**src/rtl/piso_tx_pkg.sv**
```systemverilog
// Shared types and sizing helpers for the piso_tx serializer.
// Optional even-parity bit controlled by macro PISO_TX_PARITY_EN.
package piso_tx_pkg;

  localparam int unsigned DEFAULT_WIDTH = 8;

  typedef enum logic {
    IDLE  = 1'b0,
    SHIFT = 1'b1
  } state_e;

  // Number of serial bit cycles per word, including the optional parity bit.
  function automatic int unsigned frame_len(input int unsigned width);
`ifdef PISO_TX_PARITY_EN
    return width + 1;
`else
    return width;
`endif
  endfunction

  function automatic int unsigned cnt_width(input int unsigned flen);
    return (flen > 1) ? $clog2(flen) : 1;
  endfunction

endpackage

```
**src/rtl/piso_tx_shreg.sv**
```systemverilog
// WIDTH-bit load / shift-right register; bit 0 is the serial output tap.
module piso_tx_shreg #(
  parameter int unsigned WIDTH = 8
) (
  input  logic             clk,
  input  logic             rst,
  input  logic             load_i,
  input  logic             shift_i,
  input  logic [WIDTH-1:0] din_i,
  input  logic             sin_i,
  output logic             lsb_o
);

  logic [WIDTH-1:0] sr_q;

  always_ff @(posedge clk or posedge rst) begin
    if (rst) begin
      sr_q <= '0;
    end else if (load_i) begin
      sr_q <= din_i;
    end else if (shift_i) begin
      sr_q <= {sin_i, sr_q[WIDTH-1:1]};
    end
  end

  assign lsb_o = sr_q[0];

endmodule

```
**src/rtl/piso_tx.sv**
```systemverilog
// Parallel-in serial-out transmitter, LSB first, valid/ready word input.
// Define PISO_TX_PARITY_EN to append an even-parity bit to every word.
module piso_tx
  import piso_tx_pkg::*;
#(
  parameter int unsigned WIDTH = DEFAULT_WIDTH
) (
  input  logic             CLK,
  input  logic             RESET,
  input  logic [WIDTH-1:0] DATA,
  input  logic             VALID,
  output logic             READY,
  output logic             O,
  output logic             FRAME
);

  localparam int unsigned FRAME_LEN = frame_len(WIDTH);
  localparam int unsigned CNT_W     = cnt_width(FRAME_LEN);
  localparam logic [CNT_W-1:0] LAST = CNT_W'(FRAME_LEN - 1);

  state_e           state_q, state_d;
  logic [CNT_W-1:0] cnt_q, cnt_d;
  logic             frame_q, frame_d;
  logic             load_c, shift_c, sin_c;
`ifdef PISO_TX_PARITY_EN
  logic             par_q, par_d;
`endif

  assign READY = (state_q == IDLE) || (cnt_q == LAST);

  // Next-state: a handshake always reloads; otherwise advance or fall back to IDLE.
  always_comb begin
    state_d = state_q;
    cnt_d   = cnt_q;
    frame_d = frame_q;
    load_c  = 1'b0;
    shift_c = 1'b0;
    sin_c   = 1'b0;
`ifdef PISO_TX_PARITY_EN
    par_d   = par_q;
`endif
    if (VALID && READY) begin
      state_d = SHIFT;
      cnt_d   = '0;
      frame_d = 1'b1;
      load_c  = 1'b1;
`ifdef PISO_TX_PARITY_EN
      par_d   = ^DATA;
`endif
    end else if (state_q == SHIFT) begin
      shift_c = 1'b1;
      if (cnt_q == LAST) begin
        state_d = IDLE;
        cnt_d   = '0;
        frame_d = 1'b0;
      end else begin
        cnt_d = cnt_q + CNT_W'(1);
`ifdef PISO_TX_PARITY_EN
        // Parity enters the MSB on the first shift so it reaches bit 0 right after bit WIDTH-1.
        sin_c = (cnt_q == '0) ? par_q : 1'b0;
`endif
      end
    end
  end

  always_ff @(posedge CLK or posedge RESET) begin
    if (RESET) begin
      state_q <= IDLE;
      cnt_q   <= '0;
      frame_q <= 1'b0;
`ifdef PISO_TX_PARITY_EN
      par_q   <= 1'b0;
`endif
    end else begin
      state_q <= state_d;
      cnt_q   <= cnt_d;
      frame_q <= frame_d;
`ifdef PISO_TX_PARITY_EN
      par_q   <= par_d;
`endif
    end
  end

  piso_tx_shreg #(.WIDTH(WIDTH)) u_shreg (
    .clk     (CLK),
    .rst     (RESET),
    .load_i  (load_c),
    .shift_i (shift_c),
    .din_i   (DATA),
    .sin_i   (sin_c),
    .lsb_o   (O)
  );

  assign FRAME = frame_q;

endmodule

```
**config.mk**
```make
export PLATFORM = sky130hd
export DESIGN_NAME = piso_tx
export DESIGN_NICKNAME = d
export VERILOG_FILES = /design/src/rtl/piso_tx_pkg.sv /design/src/rtl/piso_tx_shreg.sv /design/src/rtl/piso_tx.sv
export SDC_FILE = /design/constraint.sdc
export NUM_CORES = 1
export LEC_CHECK = 0
export ABC_CLOCK_PERIOD_IN_PS = 1550
export BUFFER_PORTS_ARGS = -buffer_cell sky130_fd_sc_hd__buf_2
export CAP_MARGIN = 25
export CORE_UTILIZATION = 47
export CTS_BUF_LIST = sky130_fd_sc_hd__clkbuf_8
export DETAILED_ROUTE_END_ITERATION = 10
export HOLD_SLACK_MARGIN = 0.1
export MAX_ROUTING_LAYER = met4
export PLACE_DENSITY = 0.79
export SETUP_SLACK_MARGIN = 0.02
export SYNTH_ARGS = -nofsm -noshare
export SYNTH_HDL_FRONTEND = slang
export SYNTH_SLANG_ARGS = --single-unit
export TNS_END_PERCENT = 20
```
**constraint.sdc**
```tcl
create_clock -name CLK -period 1.55 [get_ports CLK]
set_input_delay 0.465 -clock CLK [delete_from_list [all_inputs] [get_ports CLK]]
set_output_delay 0.465 -clock CLK [all_outputs]
set_load 0.1 [all_outputs]
```
==> impl_metrics.yaml, run 1 <==
run_status:
  outcome: "finished, violations left"
  violations: "negative setup slack"
worst_setup_path:
  timing.critical_path.from: "cnt_q[1]"
  path_buf_inv: 1
  max_stage_delay_ns: 0.38
  cp-start-kind: "register"
  crit_type: "reg2out"
  cp_top_family: "flip-flops"
  critPathArrivalTime_ns: 1.28
  end_kind: "output port"
  crit_path_top_delay_cell: "dfrtp_1"
  cp_data_required_time_ns: 1.08
  path_max_fanout: 2
  worstPathCellList: "ha_2 > ha_4 > nand2b_4 > buf_12"
  worstReg2RegStart: "cnt_q[1]"
power:
  pwr-share-seq_pct: 30.7
  pwr-share-comb_pct: 54.4
  switching_share_pct: 43.74
  peakVddDrop_v: 0.001070
  p_switching_uw: 859.6
  leakage_nw: 0.4184
  powerDensity_nw_per_um2: 2435
  power_mw: 1.965
  p_int_mw: 1.105
  clkPwrFrac_pct: 14.9
run:
  max-cap-violations: 0
drt:
  ant_nets: 0
  wl_per_cell_um: 13.70
  via_per_inst: 5.311
  drt-initial-drc-count: 9
  route.detailed.drc: 0
  first_pass_iters: 4
  wirelength_um: 1233
  num_vias: 478
placement:
  hpwl_um: 837.1
  portBuffers: 13
  gp_congestion: 0.6572
  place_ws_ns: 0.02800
synthesis:
  synth_warnings: 0
  synth_cell_type_count: 19
  avgSynthCellArea_um2: 10.76
  ys_seq_area_share_pct: 52.10
  synth_edf_count: 0
  synth_area_um2: 624.3
  ys_async_sr_fraction_pct: 100.0
  synth_area_leaders: "dfrtp_1, nand2_1, a32oi_1, ha_1, buf_6"
  synth_most_common_cell: "nand2_1"
  synth_top_area_share_pct: 52.10
  synth_largest_area_cell: "dfrtp_1"
  netlist_instances: 58
  synth.ff_latch_count: 13
  syn_nets: 71
  synthFlopType: "dfrtp_1"
  netlist_top_cells_count: "nand2_1, dfrtp_1, a32oi_1"
sta:
  finalSetupViolations: 1
  min_period_ns: 1.747
  hold_ws_ns: 0.2312
  hold_viol: 0
  worst_pin_slew_ns: 0.4840
  slew_headroom_pct: 67.70
  rsz0062_at_grt: "true"
  setup_slack_ns: -0.1974
  slew_violations: 0
  post-route-period-util_pct: 112.7
  clock_skew_ns: 0.006057
  clock.fmax_mhz: 572.3
clocking:
  htree_num_levels: 1
  path_clk_slew_ns: 0.06
  cts_hold_buf: 0
  cts_sinks: 13
  cts_tree: "done"
  cts_max_path_buffers: 2
  insertion_delay_ns: 0.24
  root_buffer: "clkbuf_8"
  cts_made_buffers: 3
floorplanning:
  die_h_um: 38.45
  die-width_um: 38.45
  die-area_um2: 1478
  rows: 12
  floorplan.initialDensity_pct: 53.31
  core_um2: 1171
  ioPinCount: 14
global_routing:
  grt_pass1_vias: 434
  track_usage_pct: 20.81
  gr-total-overflow: 0
  grt_start_max_net_pins: 16
  grt_pass1_wl_um: 1945
  antenna_found_initial: 0
layout:
  drive_gt1_share_pct: 35.53
  postLayoutCoreUtil_pct: 68.91
  final_nets: 90
  syn2layout_area_growth_pct: 29.26
  antenna-diode-count: 0
hold_path:
  hold_path.class: "in2async"
[metrics by stage]
step                      TNS (ns)  cells  instance area, µm²
after global placement           0     84               729.5
final                      -0.1974     90               807.0
after floorplan                  0     58               638.1
after detailed placement         0     84               729.5
after CTS                  -0.2030     89               792.0
after global routing       -0.2300     90               807.0
[registers in the layout (all words and copies together) (netlist names)]
signal and flops:
state_q 1, cnt_q 3, u_shreg.sr_q 8, FRAME 1
[power groups by stage]
stage                     clock, mW  combinational (mW)  sequential [mW]
after CTS                     0.294                1.04            0.603
after global placement            0               0.966            0.591
after detailed placement          0               0.989            0.604
after floorplan                   0               0.675            0.703
final                         0.292                1.07            0.603
after global routing          0.307                1.15            0.617
[path summary, 6_finish.rpt]
path	slack [ns]	depth (start not counted)	endpoint
min reg2reg	0.48	2	u_shreg.sr_q[4]
max reg2reg	0.06	6	u_shreg.sr_q[2]
max	-0.20	4	READY
max in group asynchronous	0.99	2	u_shreg.sr_q[5]
min	0.23	2	cnt_q[2]
min in group CLK	0.47	3	u_shreg.sr_q[4]
[per-layer routing]
metal,vias to the layer above,track usage [%],wire [µm],share of wire [%]
met5,-,-,0,0
met4,0,10.34,11,0.89
met3,2,5.233,39,3.2
met2,13,31.78,597,48
met1,221,25.76,584,47
li1,242,-,-,-
[cells by family (layout without fill, tap and decap cells)]
kind of cell | Yosys count | in the layout | share of synthesized area (%)
simple gates | 19 | 19 | 14.03
mux | 3 | 3 | 5.611
fa+ha+maj | 2 | 2 | 4.007
buf+inv | 7 | 25 | 6.812
flops | 13 | 13 | 52.10
compound gates | 14 | 14 | 17.43
[cells in the final DEF, fill, tap and decap left out, drive strengths merged, types with 2 or more instances in the layout]
cell type  Yosys  routed
inv            4       5
a32oi          6       6
buf            3      17
nand2         14      14
ha             2       2
dfrtp         13      13
clkbuf         0       3
mux2i          2       2
nor2           3       3
o22ai          3       3
[timing repair]
item	in CTS	in global routing
pin swaps	1	0
gates resized for setup	1	1
cloned	0	0
setup buffers	1	1
setup endpoints to repair	1	2
[final cells by class]
cell class              instances  area (µm²)
fillers                        81       364.1
well taps                      14       17.52
multi-input cells              38       279.0
repair buffers                 17       125.1
clock inverters                 1       3.754
flip-flops and latches         13       325.3
inverters                       4       15.01
clock buffers                   3       41.29
Note: power is estimated with default switching activity, not from simulation.
==> run 2, diff against run 1 <==
--- a/config.mk
+++ b/config.mk
@@ -5,6 +5,7 @@
 export SDC_FILE = /design/constraint.sdc
 export NUM_CORES = 1
 export LEC_CHECK = 0
+export ABC_AREA = 1
 export ABC_CLOCK_PERIOD_IN_PS = 1550
 export BUFFER_PORTS_ARGS = -buffer_cell sky130_fd_sc_hd__buf_2
 export CAP_MARGIN = 25
@@ -13,7 +14,7 @@
 export DETAILED_ROUTE_END_ITERATION = 10
 export HOLD_SLACK_MARGIN = 0.1
 export MAX_ROUTING_LAYER = met4
-export PLACE_DENSITY = 0.79
+export PLACE_DENSITY = 0.78
 export SETUP_SLACK_MARGIN = 0.02
 export SYNTH_ARGS = -nofsm -noshare
 export SYNTH_HDL_FRONTEND = slang
==> impl_metrics.yaml, run 2 <==
run_status:
  outcome: "finished, violations left"
  violations: "negative setup slack"
synthesis:
  synthFlopType: "dfrtp_1"
  synth_area_um2: 659.4
  synth_area_leaders: "dfrtp_1, nand2_1, nand3_1, inv_1, ha_1"
  synth_cell_type_count: 13
  synth_most_common_cell: "nand2_1"
  ys_async_sr_fraction_pct: 100.0
  ys_seq_area_share_pct: 49.34
  syn_nets: 94
  netlist_instances: 81
  avgSynthCellArea_um2: 8.141
  synth_largest_area_cell: "dfrtp_1"
  synth_warnings: 0
  synth_top_area_share_pct: 49.34
  synth_edf_count: 0
  synth.ff_latch_count: 13
  netlist_top_cells_count: "nand2_1, nand3_1, dfrtp_1"
sta:
  hold_ws_ns: 0.2283
  worst_pin_slew_ns: 0.4858
  min_period_ns: 1.736
  setup_slack_ns: -0.1856
  slew_headroom_pct: 67.58
  rsz0062_at_grt: "true"
  finalSetupViolations: 1
  slew_violations: 0
  hold_viol: 0
  clock_skew_ns: 0.005903
  post-route-period-util_pct: 112.0
  clock.fmax_mhz: 576.2
clocking:
  cts_hold_buf: 0
  cts_sinks: 13
  htree_num_levels: 1
  cts_max_path_buffers: 2
  cts_made_buffers: 3
  insertion_delay_ns: 0.25
  cts_tree: "done"
  root_buffer: "clkbuf_8"
  path_clk_slew_ns: 0.06
floorplanning:
  die_h_um: 39.46
  die-width_um: 39.46
  core_um2: 1301
  rows: 13
  die-area_um2: 1557
  ioPinCount: 14
  floorplan.initialDensity_pct: 50.67
global_routing:
  grt_pass1_wl_um: 1863
  gr-total-overflow: 0
  grt_start_max_net_pins: 14
  antenna_found_initial: 0
  grt_pass1_vias: 442
  track_usage_pct: 19.14
layout:
  final_common_cell: "nand2_1"
  drive_gt1_share_pct: 29.41
  largest_reg_flops: 8
  final_nets: 116
  final_cell_mix: "nand2_1, nand3_1, dfrtp_1, buf_2, inv_1"
  regMostFlops: "u_shreg.sr_q"
  antenna-diode-count: 0
  postLayoutCoreUtil_pct: 65.77
  top_regs: "u_shreg.sr_q (8), cnt_q (3)"
  syn2layout_area_growth_pct: 29.79
drt:
  wl_per_cell_um: 11.23
  drt-initial-drc-count: 10
  via_per_inst: 4.923
  ant_nets: 0
  num_vias: 576
  first_pass_iters: 2
  route.detailed.drc: 0
  wirelength_um: 1314
worst_setup_path:
  r2r_slack_ns: 0.10
  crit_path_top_delay_cell: "dfrtp_1"
  crit_type: "reg2out"
  end_kind: "output port"
  worstPathCellList: "ha_2 > ha_4 > inv_2 > nand2_4 > buf_12"
  max_stage_delay_ns: 0.38
  critPathArrivalTime_ns: 1.27
  cp-start-kind: "register"
  cp_data_required_time_ns: 1.08
  path_max_fanout: 2
power:
  peakVddDrop_v: 0.001076
  power_mw: 1.762
  leakage_nw: 0.4416
  powerDensity_nw_per_um2: 2058
placement:
  hpwl_um: 835.9
  place_ws_ns: 0.04908
  portBuffers: 13
  gp_congestion: 0.7393
hold_path:
  hold_path.class: "in2async"
run:
  max-cap-violations: 0
-- run 2: report_power, final --
part           total (mW)  switching (mW)  leakage [nW]  internal, mW
logic               0.908           0.573         0.251         0.335
registers           0.559          0.0851         0.164         0.474
clock network       0.295           0.120        0.0269         0.175
-- run 2: final cells by class --
cell class / count / area (µm²)
tap: 15 / 18.77
clock inverter: 1 / 3.754
multi-input combinational: 54 / 280.3
sequential: 13 / 325.3
fill: 120 / 445.4
inverter: 11 / 41.29
clock buffer: 3 / 41.29
timing repair buffer: 20 / 145.1
-- run 2: kinds of logic (layout without fill, tap and decap cells) --
kind of cell	count (synthesis)	in the layout	share of synthesized area (%)
AOI/OAI and AO/OA	2	2	2.087
DFF	13	13	49.34
and+or+nand+nor	50	50	33.59
buffers and inverters	14	35	11.20
adders and majority gates	2	2	3.794
-- run 2: metal layers --
metal / share of wire, % / GRT usage, % / wire (µm) / vias to the layer above
met2: 49 / 29.10 / 642 / 12
li1: - / - / - / 296
met1: 45 / 22.94 / 591 / 263
met5: 0 / - / 0 / -
met3: 4.0 / 5.114 / 52 / 5
met4: 2.1 / 10.34 / 27 / 0
-- run 2: worst max-delay path, delay by kind of cell, from the launching register on --
kind / cells / cell delay (ns)
DFF: 1 / 0.38
buffers and inverters: 2 / 0.23
and+or+nand+nor: 1 / 0.05
adders and majority gates: 2 / 0.36
-- run 2: timing repair --
item,4_1_cts,5_1_grt
pin swaps,1,1
endpoints found under the setup margin,1,4
endpoints found under the hold margin,0,0
resized for setup,3,1
buffers inserted,1,2
-- run 2: path summary, 6_finish.rpt --
check                      startpoint         endpoint  cells past startpoint
hold / removal                  RESET  u_shreg.sr_q[2]                      2
max in group asynchronous       RESET            FRAME                      2
hold reg to reg                 FRAME            FRAME                      2
setup / recovery             cnt_q[0]            READY                      5
setup reg to reg             cnt_q[0]         cnt_q[2]                      8
min in group CLK              DATA[4]  u_shreg.sr_q[4]                      3
-- run 2: stage by stage --
stage / TNS (ns) / instances / instance area (µm²)
final: -0.1856 / 117 / 855.8
after global routing: -0.2223 / 117 / 855.8
after CTS: -0.1851 / 115 / 835.8
after detailed placement: 0 / 110 / 770.7
after global placement: 0 / 110 / 770.7
after floorplan: 0 / 81 / 670.6
